File: src/rtl/alu_pkg.sv
`default_nettype none
// ============================================================================
//  Module      : alu_pkg
//  Description : Shared definitions for the ALU operation sequencer:
//                opcode constants, FSM state encoding and the field offsets
//                of a FIFO_IN entry {op, data1, data0}.
//  Revision    : 1.0 - initial release
// ============================================================================
package alu_pkg;

    localparam logic [1:0] OP_ADD = 2'b01;
    localparam logic [1:0] OP_MUL = 2'b10;

    typedef enum logic [2:0] {
        ST_IDLE  = 3'd0,
        ST_POP   = 3'd1,
        ST_LOAD  = 3'd2,
        ST_ISSUE = 3'd3,
        ST_WAIT  = 3'd4,
        ST_STORE = 3'd5
    } seq_state_t;

    // data0 sits in the low bits, data1 above it, the opcode on top.
    localparam int DATA0_LSB = 0;

    function automatic int data1_lsb(input int data_width);
        return data_width;
    endfunction

    function automatic int op_lsb(input int data_width);
        return 2 * data_width;
    endfunction

endpackage : alu_pkg
`default_nettype wire

File: src/rtl/seq_timeout_cnt.sv
`default_nettype none
// ============================================================================
//  Module      : seq_timeout_cnt
//  Description : Cycle counter bounding how long the sequencer waits for the
//                ALU. Cleared by 'clear', advances while 'enable' is high;
//                'expired' flags the final allowed cycle (count == LIMIT-1).
//  Ports       : clk, rst_n (sync, active-low), clear, enable -> expired
//  Revision    : 1.0 - initial release
// ============================================================================
module seq_timeout_cnt #(
    parameter int LIMIT = 16
) (
    input  logic clk,
    input  logic rst_n,
    input  logic clear,
    input  logic enable,
    output logic expired
);

    localparam int c_cnt_w = $clog2(LIMIT);

    logic [c_cnt_w-1:0] r_count;

    always_ff @(posedge clk) begin
        if (!rst_n) begin
            r_count <= '0;
        end else if (clear) begin
            r_count <= '0;
        end else if (enable) begin
            r_count <= r_count + 1'b1;
        end
    end

    assign expired = (r_count == c_cnt_w'(LIMIT - 1));

endmodule : seq_timeout_cnt
`default_nettype wire

File: src/rtl/alu_op_sequencer.sv
`default_nettype none
// ============================================================================
//  Module      : alu_op_sequencer
//  Description : Pops one {op, data1, data0} entry from FIFO_IN, issues it to
//                the ALU with a start/done handshake, and pushes {err, result}
//                into FIFO_OUT. Illegal opcodes and ALU timeouts produce an
//                error entry {1, 0}; a timeout also sets sticky err_timeout.
//  Ports       : clk, rst_n, enable, err_clr        - clock/reset/CSR control
//                fifo_in_empty/rdata/r_en           - FIFO_IN read side
//                alu_start/op/a/b, alu_done/result  - ALU handshake
//                fifo_out_full/w_en/wdata           - FIFO_OUT write side
//                busy, err_timeout                  - status
//                ops_done[15:0]                     - only with ALU_SEQ_PERF_CNT_EN
//  Options     : `define ALU_SEQ_PERF_CNT_EN adds the completed-ops counter.
//  Revision    : 1.0 - initial release
// ============================================================================
module alu_op_sequencer
    import alu_pkg::*;
#(
    parameter int DATA_WIDTH     = 12,
    parameter int OPERATION_SIZE = 2,
    parameter int FIFO_IN_WIDTH  = 26,
    parameter int FIFO_OUT_WIDTH = 25,
    parameter int TIMEOUT_CYCLES = 16
) (
    input  logic                      clk,
    input  logic                      rst_n,
    input  logic                      enable,
    input  logic                      err_clr,
    input  logic                      fifo_in_empty,
    input  logic [FIFO_IN_WIDTH-1:0]  fifo_in_rdata,
    output logic                      fifo_in_r_en,
    output logic                      alu_start,
    output logic [OPERATION_SIZE-1:0] alu_op,
    output logic [DATA_WIDTH-1:0]     alu_a,
    output logic [DATA_WIDTH-1:0]     alu_b,
    input  logic                      alu_done,
    input  logic [2*DATA_WIDTH-1:0]   alu_result,
    input  logic                      fifo_out_full,
    output logic                      fifo_out_w_en,
    output logic [FIFO_OUT_WIDTH-1:0] fifo_out_wdata,
`ifdef ALU_SEQ_PERF_CNT_EN
    output logic [15:0]               ops_done,
`endif
    output logic                      busy,
    output logic                      err_timeout
);

    localparam int c_d1_lsb = data1_lsb(DATA_WIDTH);
    localparam int c_op_lsb = op_lsb(DATA_WIDTH);

    seq_state_t r_state;
    seq_state_t w_next_state;

    logic [OPERATION_SIZE-1:0] r_op;
    logic [DATA_WIDTH-1:0]     r_a;
    logic [DATA_WIDTH-1:0]     r_b;
    logic [FIFO_OUT_WIDTH-1:0] r_wdata;
    logic                      r_err;

    logic w_op_legal;
    logic w_load;
    logic w_wr_ok;
    logic w_wr_err;
    logic w_timeout;
    logic w_cnt_clear;
    logic w_cnt_en;
    logic w_expired;

    assign w_op_legal = (r_op == OPERATION_SIZE'(OP_ADD)) ||
                        (r_op == OPERATION_SIZE'(OP_MUL));

    seq_timeout_cnt #(
        .LIMIT (TIMEOUT_CYCLES)
    ) u_timeout_cnt (
        .clk     (clk),
        .rst_n   (rst_n),
        .clear   (w_cnt_clear),
        .enable  (w_cnt_en),
        .expired (w_expired)
    );

    always_ff @(posedge clk) begin
        if (!rst_n) begin
            r_state <= ST_IDLE;
        end else begin
            r_state <= w_next_state;
        end
    end

    always_comb begin
        w_next_state  = r_state;
        fifo_in_r_en  = 1'b0;
        alu_start     = 1'b0;
        fifo_out_w_en = 1'b0;
        w_load        = 1'b0;
        w_wr_ok       = 1'b0;
        w_wr_err      = 1'b0;
        w_timeout     = 1'b0;
        w_cnt_clear   = 1'b0;
        w_cnt_en      = 1'b0;
        case (r_state)
            ST_IDLE: begin
                if (enable && !fifo_in_empty) begin
                    w_next_state = ST_POP;
                end
            end
            ST_POP: begin
                fifo_in_r_en = 1'b1;
                w_next_state = ST_LOAD;
            end
            ST_LOAD: begin
                // FIFO read data is valid the cycle after the pop pulse.
                w_load       = 1'b1;
                w_next_state = ST_ISSUE;
            end
            ST_ISSUE: begin
                if (w_op_legal) begin
                    alu_start    = 1'b1;
                    w_cnt_clear  = 1'b1;
                    w_next_state = ST_WAIT;
                end else begin
                    w_wr_err     = 1'b1;
                    w_next_state = ST_STORE;
                end
            end
            ST_WAIT: begin
                w_cnt_en = 1'b1;
                // A done arriving on the last allowed cycle beats the timeout.
                if (alu_done) begin
                    w_wr_ok      = 1'b1;
                    w_next_state = ST_STORE;
                end else if (w_expired) begin
                    w_wr_err     = 1'b1;
                    w_timeout    = 1'b1;
                    w_next_state = ST_STORE;
                end
            end
            ST_STORE: begin
                if (!fifo_out_full) begin
                    fifo_out_w_en = 1'b1;
                    w_next_state  = ST_IDLE;
                end
            end
            default: begin
                w_next_state = ST_IDLE;
            end
        endcase
    end

    always_ff @(posedge clk) begin
        if (!rst_n) begin
            r_op    <= '0;
            r_a     <= '0;
            r_b     <= '0;
            r_wdata <= '0;
            r_err   <= 1'b0;
        end else begin
            if (w_load) begin
                r_op <= fifo_in_rdata[c_op_lsb +: OPERATION_SIZE];
                r_b  <= fifo_in_rdata[c_d1_lsb +: DATA_WIDTH];
                r_a  <= fifo_in_rdata[DATA0_LSB +: DATA_WIDTH];
            end
            if (w_wr_ok) begin
                r_wdata <= {1'b0, alu_result};
            end else if (w_wr_err) begin
                r_wdata <= {1'b1, {(2*DATA_WIDTH){1'b0}}};
            end
            // A timeout landing together with err_clr keeps the flag set.
            if (w_timeout) begin
                r_err <= 1'b1;
            end else if (err_clr) begin
                r_err <= 1'b0;
            end
        end
    end

`ifdef ALU_SEQ_PERF_CNT_EN
    logic [15:0] r_ops_done;

    always_ff @(posedge clk) begin
        if (!rst_n) begin
            r_ops_done <= '0;
        end else if (err_clr) begin
            r_ops_done <= '0;
        end else if (fifo_out_w_en) begin
            r_ops_done <= r_ops_done + 16'd1;
        end
    end

    assign ops_done = r_ops_done;
`endif

    assign alu_op         = r_op;
    assign alu_a          = r_a;
    assign alu_b          = r_b;
    assign fifo_out_wdata = r_wdata;
    assign err_timeout    = r_err;
    assign busy           = (r_state != ST_IDLE);

endmodule : alu_op_sequencer
`default_nettype wire

File: config.mk
export PLATFORM = sky130hd
export DESIGN_NAME = alu_op_sequencer
export DESIGN_NICKNAME = d
export VERILOG_FILES = /design/src/rtl/alu_pkg.sv /design/src/rtl/seq_timeout_cnt.sv /design/src/rtl/alu_op_sequencer.sv
export SDC_FILE = /design/constraint.sdc
export NUM_CORES = 1
export LEC_CHECK = 0
export BUFFER_PORTS_ARGS = -buffer_cell sky130_fd_sc_hd__buf_2
export CAP_MARGIN = 10
export CORE_MARGIN = 5
export CORE_UTILIZATION = 48
export CTS_CLUSTER_SIZE = 28
export DETAILED_ROUTE_END_ITERATION = 8
export PLACE_DENSITY = 0.9
export SLEW_MARGIN = 20
export SYNTH_ARGS = -nofsm -noshare
export SYNTH_HDL_FRONTEND = slang
export SYNTH_SLANG_ARGS = --single-unit
File: constraint.sdc
create_clock -name clk -period 4.6 [get_ports clk]
set_clock_uncertainty 0.05 [all_clocks]
set_input_delay 0 -clock clk [delete_from_list [all_inputs] [get_ports clk]]
set_output_delay 0 -clock clk [all_outputs]
set_load 0.02 [all_outputs]
==> results of run 1 <==
final cells by class:
| cell class | count | area [µm²] | share of cell area [%] |
|---|---|---|---|
| Clock inverter | 3 | 40.04 | 1.164 |
| Tap cell | 52 | 65.06 | 1.891 |
| Inverter | 4 | 28.78 | 0.8364 |
| Clock buffer | 11 | 141.4 | 4.109 |
| Timing Repair Buffer | 166 | 1101 | 32.00 |
| Sequential cell | 59 | 1181 | 34.33 |
| Multi-Input combinational cell | 147 | 883.3 | 25.67 |
metrics by stage:
stage                     setup WS [ps]  total power [mW]  utilization, %  cells  cell area, µm²
final                              1988             1.469           77.95    442            3441
after global routing               1827             1.542           77.95    442            3441
after CTS                          2456             1.466           77.95    442            3441
after detailed placement           2497            0.9873           61.59    374            2719
after global placement             2594            0.9754           61.59    374            2719
after floorplan                    3080            0.8896               -    226            2210
flip-flops by register name, summed over array words and instances, names as in the netlist:
signal / count
alu_a: 12
alu_b: 12
alu_op: 2
err_timeout: 1
fifo_out_wdata: 25
r_state: 3
u_timeout_cnt.r_count: 4
kinds of logic after synthesis:
logic type | after synthesis
AOI/OAI and AO/OA | 64
buffers and inverters | 20
xor gates and xnor gates | 3
muxes | 1
adders and majority gates | 1
DFF | 59
and+or+nand+nor | 78
power by group through the flow:
stage	clock, mW	sequential (mW)	combinational [mW]
5_1_grt	0.474	0.631	0.437
4_1_cts	0.453	0.620	0.394
3_3_place_gp	0	0.625	0.350
2_1_floorplan	0	0.670	0.219
6_report	0.443	0.624	0.402
3_5_place_dp	0	0.631	0.357
worst min-delay path, cell delays in order:
cell      delay, ps
buf_2           110
nand2b_1        150
nand3b_1         80
a21oi_1          60
per-layer routing:
| metal | routed length, µm | vias up | track usage (%) | share of wire (%) |
|---|---|---|---|---|
| li1 | - | 1104 | - | - |
| met1 | 2914 | 1058 | 28.14 | 40 |
| met2 | 3560 | 121 | 38.81 | 49 |
| met3 | 690 | 10 | 7.870 | 9.5 |
| met4 | 106 | 0 | 10.65 | 1.5 |
| met5 | 0 | - | 0 | 0 |
path summary, 6_finish.rpt:
kind / startpoint / to / slack [ps]
worst max-delay path: rst_n / fifo_out_wdata[7] / 1990
worst min-delay path: fifo_out_full / r_state[2] / 90
worst max register to register: r_state[2] / fifo_out_wdata[7] / 2420
worst min register to register: alu_b[2] / alu_b[2] / 400
Yosys cell counts, drive strengths merged (2+ instances only):
cell    count
dfxtp      59
nand2      55
a21oi      30
a22o       24
buf        13
nor3b       4
clkbuf      3
inv         3
nor2        3
nor3        3
o21ai       3
or3         3
xnor2       3
a221oi      2
nand3b      2
or3b        2
what timing repair did:
item | in CTS | in global routing
hold buffers | 54 | 0
endpoints found under the hold margin | 55 | 0
endpoints found under the setup margin | 0 | 0
==> summary.txt, run 1 <==
Clock buffer count from CTS - 9
Synth top area cells - dfxtp_1 (53%), a22o_1 (9.5%), nand2_1 (9.3%), a21oi_1 (6.8%), buf_6 (3.1%)
CP peak stage delay - 1120 ps
Static Leak - 1.581 nW
Peak Freq - 0.3828 GHz
Comb pwr share - 27.4%
Leading area contributor after synthesis - dfxtp_1
WP buf/inv - 3
Chip height - 77.85 µm
Core area - 0.004414 mm²
ANT cells - 0
CTS sink cnt - 59
Critical Path AT - 2820 ps
Net Switching - 0.4831 mW
Maximum Capacitance Violations - 0
Die Wd - 77.85 µm
Yosys warns - 0
Post-synth cell types - 37
Clock latency on the worst-skew pair - 320 ps
Area delta synth->final - 55.72%
Worst IR Drop VDD - 0.4560 mV
Share of the synthesized area in the top cell type - 53.45%
Die area - 0.006061 mm²
Layout cells sized above 1 - 33.85%
Setup TNS - 0 ps
FF-to-FF path depth - 3
Synth Cell Area - 0.002210 mm²
Top FF cell, synth - dfxtp_1
Hold path cells - 4
Synth Area in Simple Gates - 17.38%
Cells after Synth - 226
Starting density of the core - 50.06%
Ys async rst share - 0%
Overall Global Routing Usage - 23.73%
Crit path required time - 4800 ps
Cell family with most CP delay - compound AO/OA/AOI/OAI gates
I/O Pins - 113
Commonest cells after routing, fill and taps aside - buf_2 (112), dfxtp_1 (59), nand2_1 (55)
Post-CTS Setup Bufs - 0
Adder-Cell Fraction of Synth Area - 0.5663%
Row Count - 24
PwrDens - 427.0 mW/mm²
Crit Path Max Fanout - 33
Initial antenna violation count - 0
Status - finished clean
Area fraction in compound gates after synthesis - 20.33%
Net count after synthesis - 284
CP Depth - 5
First DRT Iteration DRCs - 141
CP Launch Type - primary input
Post-synth EDFFs - 0
Worst Setup End Kind - register
Flop pwr share - 42.5%
Fillers - 288
Htree depth - 3
Drt wl/cell - 16.45 µm
Fin Hold WS - 86.08 ps
Max clock buf depth - 2
Post-Route WL - 7.272 mm
Endpoints failing setup - 0
Unrepaired setup endpoints after global routing - no
Internal - 0.9860 mW
Slew Limit Fails - 0
Syn_area_per_cell - 9.777 µm²
Most common cell after layout, fill and taps aside - buf_2
Tmin final - 2612 ps
Yosys reg bits - 59
Clock share of power - 30.1%
Final net count - 445
Slowest-stage cell, CP - a221oi_4
Sw Ratio - 32.88%
Post-synthesis sequential area ratio - 53.45%
Largest net degree at the start of global routing - 34
DRC - 0
Post-CTS sizing - 0
Hold Path Class - primary input to register
Crit path cell chain - dlygate4sd3_1, buf_2, clkinv_1, a221oi_4, a22o_1
Detail Route Antenna Nets - 0
CTS tree - yes
Gpl congestion - 0.7960
Hpwl dp - 3.935 mm
Crit Path Class - primary input to register
Detailed-route via count - 2293
Worst-Margin Slew - 1013 ps
Final hold vios - 0
Post-synthesis mux area share - 0.5096%
Vias per inst - 5.188
Largest family of logic cells by synthesized area - compound AO/OA/AOI/OAI gates
First-pass GRT wire length - 11.45 mm
CTS Root Cell - clkbuf_8
Vias in the first global route - 2338
# port buffers - 112
Pre-antenna DRT Iters - 4
Total gr overflow - 0
Post-route clock period utilization - 56.79%
Clock-pin slew on the worst setup and hold paths - 60 ps
Xor/xnor share of the synthesized area - 1.189%
Slew margin rel. - 32.07%
Note: power is estimated with default switching activity, not from simulation.
==> run 2: changes to the inputs <==
--- a/config.mk
+++ b/config.mk
@@ -5,13 +5,14 @@
 export SDC_FILE = /design/constraint.sdc
 export NUM_CORES = 1
 export LEC_CHECK = 0
+export ABC_AREA = 1
 export BUFFER_PORTS_ARGS = -buffer_cell sky130_fd_sc_hd__buf_2
 export CAP_MARGIN = 10
 export CORE_MARGIN = 5
-export CORE_UTILIZATION = 48
+export CORE_UTILIZATION = 42
 export CTS_CLUSTER_SIZE = 28
 export DETAILED_ROUTE_END_ITERATION = 8
-export PLACE_DENSITY = 0.9
+export PLACE_DENSITY = 0.82
 export SLEW_MARGIN = 20
 export SYNTH_ARGS = -nofsm -noshare
 export SYNTH_HDL_FRONTEND = slang
==> constraint.sdc (replaced) <==
create_clock -name clk -period 2.4 [get_ports clk]
set_clock_uncertainty 0.05 [all_clocks]
set_input_delay 0 -clock clk [delete_from_list [all_inputs] [get_ports clk]]
set_output_delay 0 -clock clk [all_outputs]
set_load 0.02 [all_outputs]
==> run 2 against run 1 <==
  * Combinational power rose to 3.0 times the previous value
  * Critical endpoint is now alu_op[1]
  * Wire length rose by 3.3%
  * Critical path depth is 2 higher
  * Largest power group unchanged
  * Cell count is 21% higher
  * Sequential cell count is the same
  * Design area up 7.3%
==> summary.txt, run 2 <==
Status - finished clean
Most common cell after layout, fill and taps aside - buf_2
Detail Route Antenna Nets - 0
CTS Root Cell - clkbuf_8
Static Leak - 1.677 nW
FF-to-FF path depth - 7
Clock-pin slew on the worst setup and hold paths - 70 ps
Pre-antenna DRT Iters - 4
Final Cell Area - 0.003694 mm²
Hold path cells - 5
Crit path required time - 2560 ps
Crit Path Max Fanout - 25
Post-synthesis sequential area ratio - 48.71%
Post-route clock period utilization - 84.16%
Max clock buf depth - 2
Gpl congestion - 0.7932
Maximum Capacitance Violations - 0
CTS tree - yes
Row Count - 27
Largest register FFs - 25
I/O Pins - 113
Hold Startpoint - alu_done
Crit Path Class - register to register
Clock share of power - 27.9%
Reg2reg end - alu_op[1]
Final hold vios - 0
Vias in the first global route - 2617
Starting density of the core - 43.50%
Place WS - 714.4 ps
Worst Setup End Kind - register
Detailed-route via count - 2734
PwrDens - 929.5 mW/mm²
First DRT Iteration DRCs - 171
Final non-filler cell total - 536
Yosys warns - 0
Top FF cell, synth - dfxtp_1
Post-CTS sizing - 0
Commonest cells after routing, fill and taps aside - buf_2 (112), nand2_1 (72), dfxtp_1 (59)
Post-Route WL - 7.509 mm
Synth Cell Area - 0.002425 mm²
Fin Hold WS - 84.54 ps
Comb pwr share - 35.1%
Die area - 0.007393 mm²
Total gr overflow - 0
Worst-Margin Slew - 522.3 ps
Final net count - 517
Post-synth cell types - 26
CP Launch Type - register
Syn_area_per_cell - 8.083 µm²
Fin worst setup slack - 380.0 ps
Slew Limit Fails - 0
Placed cell area - 0.002954 mm²
Yosys reg bits - 59
Drt wl/cell - 14.01 µm
Leading area contributor after synthesis - dfxtp_1
Worst IR Drop VDD - 0.3920 mV
First-pass GRT wire length - 12.05 mm
Total chip power - 3.433 mW
Area delta synth->final - 52.32%
Flop2flop setup slack - 380 ps
Sw Ratio - 37.52%
DRC - 0
Unrepaired setup endpoints after global routing - no
Slew margin rel. - 65.18%
Synth top area cells - dfxtp_1 (49%), a21oi_1 (11%), nand2_1 (11%), nand4_1 (6.4%), nand3_1 (5.8%)
Synth cell count leaders - nand2_1 (72), dfxtp_1 (59), a21oi_1 (55)
Core area - 0.005574 mm²
Layout cells sized above 1 - 30.17%
Internal - 2.145 mW
Critical Path AT - 2180 ps
Net count after synthesis - 358
Top-count cell post-synth - nand2_1
Peak Freq - 0.4951 GHz
Setup TNS - 0 ps
Vias per inst - 5.101
Overall Global Routing Usage - 20.16%
ANT cells - 0
Largest net degree at the start of global routing - 51
Placed cells - 467
Initial antenna violation count - 0
Clock buffer count from CTS - 9
Cells after Synth - 300
RR Startpoint - r_state[1]
Die Wd - 85.98 µm
Ys async rst share - 0%
Net Switching - 1.288 mW
Hold EP - r_state[0]
# port buffers - 112
Htree depth - 3
Hold Path Class - primary input to register
Endpoints failing setup - 0
Post-layout util - 66.26%
Post-synth EDFFs - 0
Clock latency on the worst-skew pair - 320 ps
Share of the synthesized area in the top cell type - 48.71%
Chip height - 85.98 µm
Tmin final - 2020 ps
CTS sink cnt - 59
Hpwl dp - 4.468 mm
Flop pwr share - 37.0%
[run 2: kinds of logic after synthesis]
logic type / after synthesis / synth area share [%]
compound gates: 61 / 13.00
buf+inv: 38 / 8.978
flops: 59 / 48.71
fa+ha+maj: 1 / 0.5159
xor+xnor: 3 / 1.084
simple gates: 138 / 27.71
[run 2: worst max path at each step]
| stage | startpoint | end | slack [ps] |
|---|---|---|---|
| 2_1_floorplan | u_timeout_cnt.r_count[0] | fifo_out_wdata[0] | 950 |
| 3_5_place_dp | r_state[0] | fifo_out_wdata[2] | 710 |
| 3_3_place_gp | r_state[0] | fifo_out_wdata[11] | 770 |
| 6_report | r_state[1] | alu_op[1] | 380 |
| 5_1_grt | r_state[1] | alu_op[1] | 240 |
| 4_1_cts | r_state[1] | alu_op[1] | 410 |
[run 2: layer usage]
metal	up-vias	share of wire [%]	GRT usage, %
li1	1336	-	-
met1	1244	41	23.84
met2	129	48	34.06
met3	25	8.2	4.323
met4	0	2.8	10.50
met5	-	0	0
[run 2: critical path, cell delays in order (launching register included)]
cell and delay, ps:
dfxtp_1 410, inv_1 120, nor2_4 80, buf_4 260, nand2_1 180, o21ai_0 180
dlygate4sd3_1 580, a21oi_1 50
[run 2: layout make-up]
class	count	area (µm²)
fillers	424	1881
flip-flops and latches	59	1181
repair buffers	169	1121
multi-input cells	203	1026
clock buffers	11	131.4
well taps	72	90.09
clock inverters	5	77.57
inverters	17	66.31
[run 2: power by group through the flow]
stage / registers (mW) / logic [mW] / clock network, mW
after floorplan: 1.44 / 0.688 / 0
after CTS: 1.27 / 1.20 / 0.982
after global placement: 1.28 / 1.10 / 0
after global routing: 1.29 / 1.33 / 1.03
after detailed placement: 1.29 / 1.13 / 0
final: 1.27 / 1.21 / 0.956
[run 2: timing repair]
| item | in CTS | in global routing |
|---|---|---|
| hold buffers | 53 | 0 |
| buffers inserted | 0 | 0 |
| hold endpoints to repair | 56 | 0 |
